<file path="src/rtl/morse_pkg.sv">
// Shared Morse link constants: symbol timing, decode thresholds, digit table, FSM states.
package morse_pkg;

    // Encoder-side timing, in units
    localparam int MORSE_DOT_UNITS      = 1;
    localparam int MORSE_DASH_UNITS     = 3;
    localparam int MORSE_CHAR_GAP_UNITS = 3;
    localparam int MORSE_WORD_GAP_UNITS = 7;

    // Decoder thresholds, in units: mark >= 2 is a dash, space >= 2 ends a
    // character, space >= 5 ends a word, mark >= 5 is malformed.
    localparam int MORSE_DASH_THRESH_UNITS = 2;
    localparam int MORSE_WORD_THRESH_UNITS = 5;

    localparam int MORSE_SYMS = 5;

    // Digit patterns, MSB = first symbol, 1 = dash. Index = digit value.
    localparam logic [9:0][MORSE_SYMS-1:0] MORSE_DIGIT_PAT = {
        5'b11110,   // 9
        5'b11100,   // 8
        5'b11000,   // 7
        5'b10000,   // 6
        5'b00000,   // 5
        5'b00001,   // 4
        5'b00011,   // 3
        5'b00111,   // 2
        5'b01111,   // 1
        5'b11111    // 0
    };

    typedef enum logic [1:0] {
        IDLE  = 2'd0,
        MARK  = 2'd1,
        SPACE = 2'd2
    } morse_state_e;

endpackage

</file>
<file path="src/rtl/morse_digit_lookup.sv">
// Combinational match of a completed 5-symbol character against the digit table.
module morse_digit_lookup
    import morse_pkg::*;
(
    input  logic [4:0] sym,
    input  logic [2:0] sym_cnt,
    output logic [3:0] digit,
    output logic       valid
);

    // Only a character of exactly five symbols can be a digit
    always_comb begin
        digit = 4'd0;
        valid = 1'b0;
        if (sym_cnt == 3'd5) begin
            for (int i = 0; i < 10; i++) begin
                if (sym == MORSE_DIGIT_PAT[i]) begin
                    digit = 4'(i);
                    valid = 1'b1;
                end
            end
        end
    end

endmodule

</file>
<file path="src/rtl/morse_decoder.sv">
// Morse receive path: times marks/spaces on a synchronized line, decodes
// digits MSB-first into a binary word, and emits it on an inter-word gap.
module morse_decoder
    import morse_pkg::*;
#(
    parameter int UNIT_CYCLES = 4800000,
    parameter int WIDTH       = 32
) (
    input  logic             clk_i,
    input  logic             rst_i,
    input  logic             serial_i,
    output logic [WIDTH-1:0] value_o,
    output logic             valid_o,
    output logic             err_o,
    output logic             busy_o
);

    localparam int T2 = MORSE_DASH_THRESH_UNITS * UNIT_CYCLES;
    localparam int T5 = MORSE_WORD_THRESH_UNITS * UNIT_CYCLES;
    localparam int DW = $clog2(T5 + 1);
    localparam logic [DW-1:0] T2_D  = DW'(T2);
    localparam logic [DW-1:0] T5_D  = DW'(T5);
    localparam logic [DW-1:0] ONE_D = DW'(1);

    logic [1:0]       sync_q;
    logic             s;
    morse_state_e     state, state_n;
    logic [DW-1:0]    dur, dur_n, dur_inc;
    logic [4:0]       sym, sym_n;
    logic [2:0]       sym_cnt, sym_cnt_n;
    logic [WIDTH-1:0] acc, acc_n, value_n;
    logic             word_err, word_err_n, valid_n, err_n;
    logic [3:0]       digit;
    logic             digit_ok;
    logic [WIDTH+3:0] acc_ext, acc_next;

    assign s       = sync_q[1];
    assign busy_o  = (state != IDLE);
    assign dur_inc = (dur == T5_D) ? dur : dur + ONE_D;

    // acc*10 + d with four guard bits to catch overflow
    assign acc_ext  = {4'b0, acc};
    assign acc_next = (acc_ext << 3) + (acc_ext << 1) + {{WIDTH{1'b0}}, digit};

    morse_digit_lookup u_lookup (
        .sym     (sym),
        .sym_cnt (sym_cnt),
        .digit   (digit),
        .valid   (digit_ok)
    );

    // Two-flop synchronizer for the asynchronous Morse line
    always_ff @(posedge clk_i) begin
        if (rst_i) sync_q <= 2'b00;
        else       sync_q <= {sync_q[0], serial_i};
    end

    // State register
    always_ff @(posedge clk_i) begin
        if (rst_i) state <= IDLE;
        else       state <= state_n;
    end

    // Next-state, timing classification, character commit and word emit
    always_comb begin
        state_n    = state;
        dur_n      = dur_inc;
        sym_n      = sym;
        sym_cnt_n  = sym_cnt;
        acc_n      = acc;
        word_err_n = word_err;
        value_n    = value_o;
        valid_n    = 1'b0;
        err_n      = err_o;
        unique case (state)
            IDLE: begin
                dur_n = '0;
                if (s) begin
                    state_n = MARK;
                    dur_n   = ONE_D;
                end
            end
            MARK: begin
                if (!s) begin
                    // Over-long marks still shift a dash so symbol counting stays sane
                    if (dur >= T5_D) word_err_n = 1'b1;
                    sym_n = {sym[3:0], (dur >= T2_D)};
                    if (sym_cnt >= 3'd5) begin
                        word_err_n = 1'b1;
                        sym_cnt_n  = 3'd6;
                    end else begin
                        sym_cnt_n = sym_cnt + 3'd1;
                    end
                    state_n = SPACE;
                    dur_n   = ONE_D;
                end
            end
            SPACE: begin
                // Character boundary: commit exactly once, even if a mark starts now
                if (dur == T2_D) begin
                    if (digit_ok) begin
                        acc_n = acc_next[WIDTH-1:0];
                        if (|acc_next[WIDTH+3:WIDTH]) word_err_n = 1'b1;
                    end else begin
                        word_err_n = 1'b1;
                    end
                    sym_n     = '0;
                    sym_cnt_n = '0;
                end
                if (dur == T5_D) begin
                    value_n    = acc;
                    err_n      = word_err;
                    valid_n    = 1'b1;
                    acc_n      = '0;
                    word_err_n = 1'b0;
                    state_n    = s ? MARK : IDLE;
                    dur_n      = s ? ONE_D : '0;
                end else if (s) begin
                    state_n = MARK;
                    dur_n   = ONE_D;
                end
            end
            default: begin
                state_n = IDLE;
                dur_n   = '0;
            end
        endcase
    end

    // Datapath and output registers
    always_ff @(posedge clk_i) begin
        if (rst_i) begin
            dur      <= '0;
            sym      <= '0;
            sym_cnt  <= '0;
            acc      <= '0;
            word_err <= 1'b0;
            value_o  <= '0;
            valid_o  <= 1'b0;
            err_o    <= 1'b0;
        end else begin
            dur      <= dur_n;
            sym      <= sym_n;
            sym_cnt  <= sym_cnt_n;
            acc      <= acc_n;
            word_err <= word_err_n;
            value_o  <= value_n;
            valid_o  <= valid_n;
            err_o    <= err_n;
        end
    end

endmodule

</file>
<file path="config.mk">
export PLATFORM = sky130hd
export DESIGN_NAME = morse_decoder
export DESIGN_NICKNAME = d
export VERILOG_FILES = /design/src/rtl/morse_pkg.sv /design/src/rtl/morse_digit_lookup.sv /design/src/rtl/morse_decoder.sv
export SDC_FILE = /design/constraint.sdc
export NUM_CORES = 1
export LEC_CHECK = 0
export CORE_MARGIN = 8
export CORE_UTILIZATION = 44
export CTS_CLUSTER_SIZE = 24
export DETAILED_ROUTE_END_ITERATION = 10
export PLACE_DENSITY_LB_ADDON = 0.05
export SLEW_MARGIN = 0
export SYNTH_ARGS = -nofsm -noshare
export SYNTH_HDL_FRONTEND = slang
export SYNTH_SLANG_ARGS = --single-unit
</file>
<file path="constraint.sdc">
create_clock -name clk_i -period 4.8 [get_ports clk_i]
set_input_delay 0.72 -clock clk_i [delete_from_list [all_inputs] [get_ports clk_i]]
set_output_delay 0.72 -clock clk_i [all_outputs]
set_load 0.02 [all_outputs]
</file>
==> run metrics, run 1 <==
status finished, final reports clean; worst-margin pin slew 1140 ps; number of global-route vias before repair 5424; FMAX 0.244 GHz; Initial DRC Count 316; first-pass GRT wire length 26400 µm; final instance area 7290 µm²; fin crit share 85.4%; Post-synth top flop dfxtp_1; min setup slack post-route 699 ps; critical path class reg -> reg; Worst path max stage delay 520 ps; diode count 0; H-tree levels 3; Clk pwr share 47.7%; cts hold-fix bufs 0; DP Worst Slack 737 ps; number of setup violations in the final report 0; Yosys reg bits 104; via count 5674; CTS max path bufs 2; Final min period 4100 ps; VDD IR max 0.160 mV; DP Wirelength 11100 µm; HP Class reg -> reg; Max FO, Critical Path 5; die width 138 µm; EDFF count, synth 0; Root Buffer Master clkbuf_16; postcts setup bufs 0; initial core utilization 45.0%; synth warn 0; initial antenna violation count 0; biggest area consumer among synthesized cells dfxtp_1; # rows 44; io pins 38; CTS tree yes; Reg power frac 50.1%; Slew Limit Fails 0; total negative setup slack 0 ps; synthesized cell area 6520 µm²; layout cells sized above 1 5.01%; combinational fraction of design power 2.2%; CP Launch Type flip-flop; net count after synthesis 897; TritonCTS buffer count 9; GR Util All Layers 17.0%; RSZ-0062 raised after global routing no; Nets 910; DRC 0; Avg Vias per Cell 5.55; count leader, synth nand2_1; PwrDens 238 nW/µm²; largest net degree at the start of global routing 61; synth unique cells 67; cell count after synthesis 821; Post-synth top cells nand2_1 (127), dfxtp_1 (104), a21oi_1 (98), nor2_1 (80), ha_1 (71); Core Box Area 14500 µm²; NetSw 394 µW; PortBufs 37; Crit. End Element flip-flop; WP data arrival 4340 ps; Placement Cell Area 6960 µm²; Die ar. 19000 µm²; clock-pin slew on the worst setup and hold paths 70 ps; Pre-antenna DRT Iters 4; final core utilization 50.3%; CTS resizes 0; clk_lat worst skew 370 ps; sequential area share after synthesis 32.0%; Mean Syn Cell Area 7.94 µm²; routed wire length 15600 µm; GP Congestion 0.907; antenna-violating nets left 0; P&R area growth vs syn 11.8%; sw frac 22.7%; total clock sinks 104; Leak Pwr 0.00289 µW; worst path cell trace inv_1, ha_1, nand2_1, nor2_1, fa_1, inv_1, fa_1, nand2b_1, a211oi_1, nor4_2, o21ai_1, a41o_1, nand2_1, o21ai_0, a2111oi_0, a31oi_1, a41oi_2; drt wl/cell 15.2 µm; top cells by area, synth dfxtp_1 (32%), ha_1 (14%), a21oi_1 (7.5%); Max-Cap Viols 0; async set or reset register ratio after synthesis 0%; Synth top area share 32.0%; Clock Skew 8.91 ps; GRT Residual Overflow 0; final hold viol count 0; Slew HR 24.1%; CP max-delay cell fa_1; die height 138 µm; internal power 1340 µW; WP data required 5040 ps
placed cells by master, fill, tap and decap left out, drive strengths merged, types with 3 or more instances in the layout:
cell type,netlist,routed
o21ai,30,30
nand4,8,8
o21bai,9,9
nor3b,3,3
buf,17,6
o211ai,3,3
nand2b,4,4
nor4,3,3
o31ai,13,13
nand2,127,127
ha,71,71
clkbuf,23,9
nor3,17,17
and2,6,6
nor2,80,80
nor2b,5,5
dfxtp,104,104
nand3,48,48
a31oi,9,9
inv,27,29
a211oi,10,10
and3,11,11
a21o,12,12
clkdlybuf4s50,0,36
xnor2,20,20
xor2,25,25
or4,3,3
or3,3,3
a21oi,99,99
mux2i,3,3
power by group through the flow:
stage	Clock, µW	Combinational [µW]	Sequential (µW)
final	826	38.1	868
after global routing	875	42.8	869
after CTS	841	38.6	868
after detailed placement	0	38.4	889
after global placement	0	37.9	888
after floorplan	0	30.3	887
cells by family (layout without fill, tap and decap cells):
group	count (synthesis)	after routing	share of synthesized area, %
AND/OR/NAND/NOR	326	326	23.4
AO/OA/AOI/OAI	202	202	19.2
flip-flops	104	104	32.0
adder cells (fa/ha/maj)	73	73	14.2
buffers and inverters	67	85	4.53
XOR/XNOR	45	45	6.05
multiplexers	4	4	0.634
registers in the layout, summed over array words and instances, names as in the netlist:
| register | cells |
|---|---|
| valid_o | 1 |
| word_err | 1 |
| dur | 25 |
| value_o | 32 |
| state | 2 |
| err_o | 1 |
| sync_q | 2 |
| acc | 32 |
| sym_cnt | 3 |
| sym | 5 |
worst max-delay path, delay by kind of cell, from the launching register on:
kind	cells	cell delay, ps
and+or+nand+nor	5	670
buffers and inverters	2	140
AOI/OAI and AO/OA	7	1600
adders and majority gates	3	1160
DFF	1	400
final timing paths:
check             startpoint   endpoint  slack (ps)  depth (start not counted)
setup / recovery  sym_cnt[1]   word_err         700                         17
hold reg to reg    sync_q[0]  sync_q[1]         440                          1
setup reg to reg  sym_cnt[1]   word_err         700                         17
hold / removal     sync_q[0]  sync_q[1]         440                          1
per-layer routing:
| layer | vias up | track usage [%] | wire (µm) |
|---|---|---|---|
| met4 | 0 | 6.21 | 269 |
| met3 | 20 | 3.57 | 622 |
| li1 | 2918 | - | - |
| met5 | - | 0 | 0 |
| met2 | 90 | 27.1 | 7010 |
| met1 | 2646 | 22.3 | 7660 |
area by class of cell:
| class | count | area [µm²] |
|---|---|---|
| clock buffers | 9 | 225 |
| clock inverters | 7 | 103 |
| fillers | 1411 | 7190 |
| inverters | 27 | 101 |
| multi-input cells | 650 | 4140 |
| flip-flops and latches | 104 | 2080 |
| well taps | 184 | 230 |
| repair buffers | 42 | 403 |
per-stage QoR:
step | instances | total power (µW) | hold slack, ps
finish | 1023 | 1730 | 442
global route | 1023 | 1790 | 470
floorplan | 821 | 918 | 414
detailed placement | 1007 | 927 | 431
CTS | 1023 | 1750 | 448
global placement | 1007 | 926 | 418
Note: power is estimated with default switching activity, not from simulation.
==> run 2, diff against run 1 <==
--- a/config.mk
+++ b/config.mk
@@ -7,8 +7,10 @@
 export LEC_CHECK = 0
 export CORE_MARGIN = 8
 export CORE_UTILIZATION = 44
+export CTS_BUF_LIST = sky130_fd_sc_hd__clkbuf_4 sky130_fd_sc_hd__clkbuf_8 sky130_fd_sc_hd__clkbuf_16
 export CTS_CLUSTER_SIZE = 24
 export DETAILED_ROUTE_END_ITERATION = 10
+export HOLD_SLACK_MARGIN = 0.12
 export PLACE_DENSITY_LB_ADDON = 0.05
 export SLEW_MARGIN = 0
 export SYNTH_ARGS = -nofsm -noshare
==> results of run 2 <==
No change in the layout: final DEF, timing and power equal those of run 1.
==> run 3, diff against run 2 <==
--- a/config.mk
+++ b/config.mk
@@ -6,7 +6,7 @@
 export NUM_CORES = 1
 export LEC_CHECK = 0
 export CORE_MARGIN = 8
-export CORE_UTILIZATION = 44
+export CORE_UTILIZATION = 35
 export CTS_BUF_LIST = sky130_fd_sc_hd__clkbuf_4 sky130_fd_sc_hd__clkbuf_8 sky130_fd_sc_hd__clkbuf_16
 export CTS_CLUSTER_SIZE = 24
 export DETAILED_ROUTE_END_ITERATION = 10
==> constraint.sdc (replaced) <==
create_clock -name clk_i -period 4 [get_ports clk_i]
set_input_delay 0.6 -clock clk_i [delete_from_list [all_inputs] [get_ports clk_i]]
set_output_delay 0.6 -clock clk_i [all_outputs]
set_load 0.02 [all_outputs]
==> run 3 against run 2 <==
Highest routed layer unchanged. Routed wire length up 5.5%. Register-to-register slack worse by 510 ps. Die area up 23%.
==> run metrics, run 3 (synthesis gave the netlist of run 1 again) <==
Final min period 3810 ps (-286 ps); Pre-antenna DRT Iters 5 (+1); Worst path max stage delay 510 ps (about the same); diode count 0 (unchanged); Max FO, Critical Path 5 (unchanged); number of global-route vias before repair 5751 (+6.0%); largest net degree at the start of global routing 57 (-6.6%); layout cells sized above 1 6.15% (+1.1 points); worst path cell trace inv_1, ha_1, nand2_1, nor2_1, fa_1, inv_1, fa_1, nand2b_1, a211oi_4, nor4_4, o21ai_1, a41o_1, nand2_1, o21ai_1, a2111oi_1, a31oi_1, a41oi_2; Nets 917 (+0.77%); Avg Vias per Cell 5.30 (-4.4%); internal power 1640 µW (+23%); DP Wirelength 12200 µm (+10%); most frequent cells in the layout nand2_1 (126), dfxtp_1 (103), a21oi_1 (98), nor2_1 (79), ha_1 (71); CTS max path bufs 2 (unchanged); # rows 50 (+14%); WP data required 4230 ps (-810 ps); footprint of the multi-input gates 4170 µm² (+0.60%); critical path class reg -> reg; initial core utilization 35.2% (-9.8 points); RSZ-0062 raised after global routing yes; Slew HR 44.0% (+20 points); CP Launch Type flip-flop; HP Class reg -> reg; GR Util All Layers 14.3% (-2.8 points); cts hold-fix bufs 0 (unchanged); Clk pwr share 47.7% (about the same); P&R area growth vs syn 14.1%; WP data arrival 4040 ps (-300 ps); CP max-delay cell fa_1; Buf/Inv on CP 2 (unchanged); final hold viol count 0 (unchanged); clk_lat worst skew 350 ps (-20 ps); final core utilization 40.2% (-10 points); GRT Residual Overflow 0 (unchanged); total clock sinks 104 (unchanged); CTS tree yes; fin crit share 95.4% (+9.9 points); DP Worst Slack 43.8 ps (-693 ps); Max-Cap Viols 0 (unchanged); combinational fraction of design power 2.3% (about the same); Reg power frac 49.9% (-0.2 points); number of setup violations in the final report 0 (unchanged); worst-margin pin slew 838 ps (-300 ps); io pins 38 (unchanged); via count 5724 (+0.88%); Core Box Area 18500 µm² (+28%); antenna-violating nets left 0 (unchanged); status finished, final reports clean; Regs by FF count acc x32, value_o x32, dur x25; first-pass GRT wire length 28000 µm (+6.3%); FMAX 0.262 GHz (+7.5%); H-tree levels 3 (unchanged); VDD IR max 0.193 mV (+20%); DRC 0 (unchanged); drt wl/cell 15.2 µm (-0.11%); register area 2080 µm² (about the same); min setup slack post-route 186 ps (-514 ps); Die ar. 23200 µm² (+23%); die height 152 µm (+11%); routed wire length 16400 µm (+5.5%); GP Congestion 0.844 (-7.0%); Clock Skew 5.37 ps (-3.55 ps); PwrDens 281 nW/µm² (+18%); NetSw 443 µW (+12%); Initial DRC Count 310 (-1.9%); fillers 1892 (+34%); clock-pin slew on the worst setup and hold paths 70 ps (about the same); Slew Limit Fails 0 (unchanged); final instance area 7440 µm² (+2.1%); TritonCTS buffer count 9 (unchanged); Placement Cell Area 7070 µm² (+1.7%); Root Buffer Master clkbuf_16; Leak Pwr 0.00293 µW (+1.5%); sw frac 21.2% (-1.5 points); Crit. End Element flip-flop; die width 152 µm (+11%); PortBufs 37 (unchanged); initial antenna violation count 0 (unchanged); Largest delay share family, worst path compound AO/OA/AOI/OAI gates; commonest non-fill, non-tap cell in the layout nand2_1
[run 3: changes by cell type in the layout (fill, tap and decap cells not counted), sizes merged]
cell	change
inv	-2
buf	+7
clkinv	-1
clkbuf	+3
[run 3: repair_timing]
| item | CTS | global route |
|---|---|---|
| buffers inserted | 0 | 0 |
| resized for setup | 0 | 7 |
| endpoints found under the setup margin | 0 | 5 |
[run 3: path summary, 6_finish.rpt]
kind	from	endpoint	slack [ps]	depth (start not counted)
hold reg to reg	sync_q[0]	sync_q[1]	450	1
hold / removal	sync_q[0]	sync_q[1]	450	1
setup reg to reg	sym_cnt[1]	word_err	190	17
setup / recovery	sym_cnt[1]	word_err	190	17
[run 3: final cells by class]
cell class,instances,share of cell area [%]
clock inverter,4,1.03
timing repair buffer,49,6.12
tap,234,3.94
sequential,104,28.0
multi-input combinational,650,56.0
clock buffer,12,3.50
inverter,27,1.36
[run 3: power groups by stage]
stage	clock, µW	sequential (µW)	combinational, µW
CTS	1040	1040	50.0
detailed placement	0	1070	49.9
finish	996	1040	48.8
global route	1080	1040	54.3
global placement	0	1070	49.0
floorplan	0	1060	36.3
[run 3: worst register-to-register path: cells and delay by family, from the launching register on]
kind	cells	cell delay, ps
compound gates	7	1380
fa+ha+maj	3	1140
simple gates	5	660
flops	1	400
buf+inv	2	130
[run 3: per-stage QoR]
step / total power, µW / hold WS (ps) / instances / setup TNS [ps]
floorplan: 1100 / 414 / 821 / 0
global placement: 1120 / 440 / 1064 / 0
detailed placement: 1120 / 444 / 1064 / 0
CTS: 2130 / 454 / 1080 / 0
global route: 2170 / 461 / 1080 / -187
finish: 2090 / 446 / 1080 / 0
[run 3: per-layer routing]
layer	track usage, %	vias to the layer above	wire [µm]
met5	0	-	0
li1	-	2912	-
met1	17.0	2710	7560
met3	2.92	22	472
met2	25.2	80	8060
met4	4.43	0	316
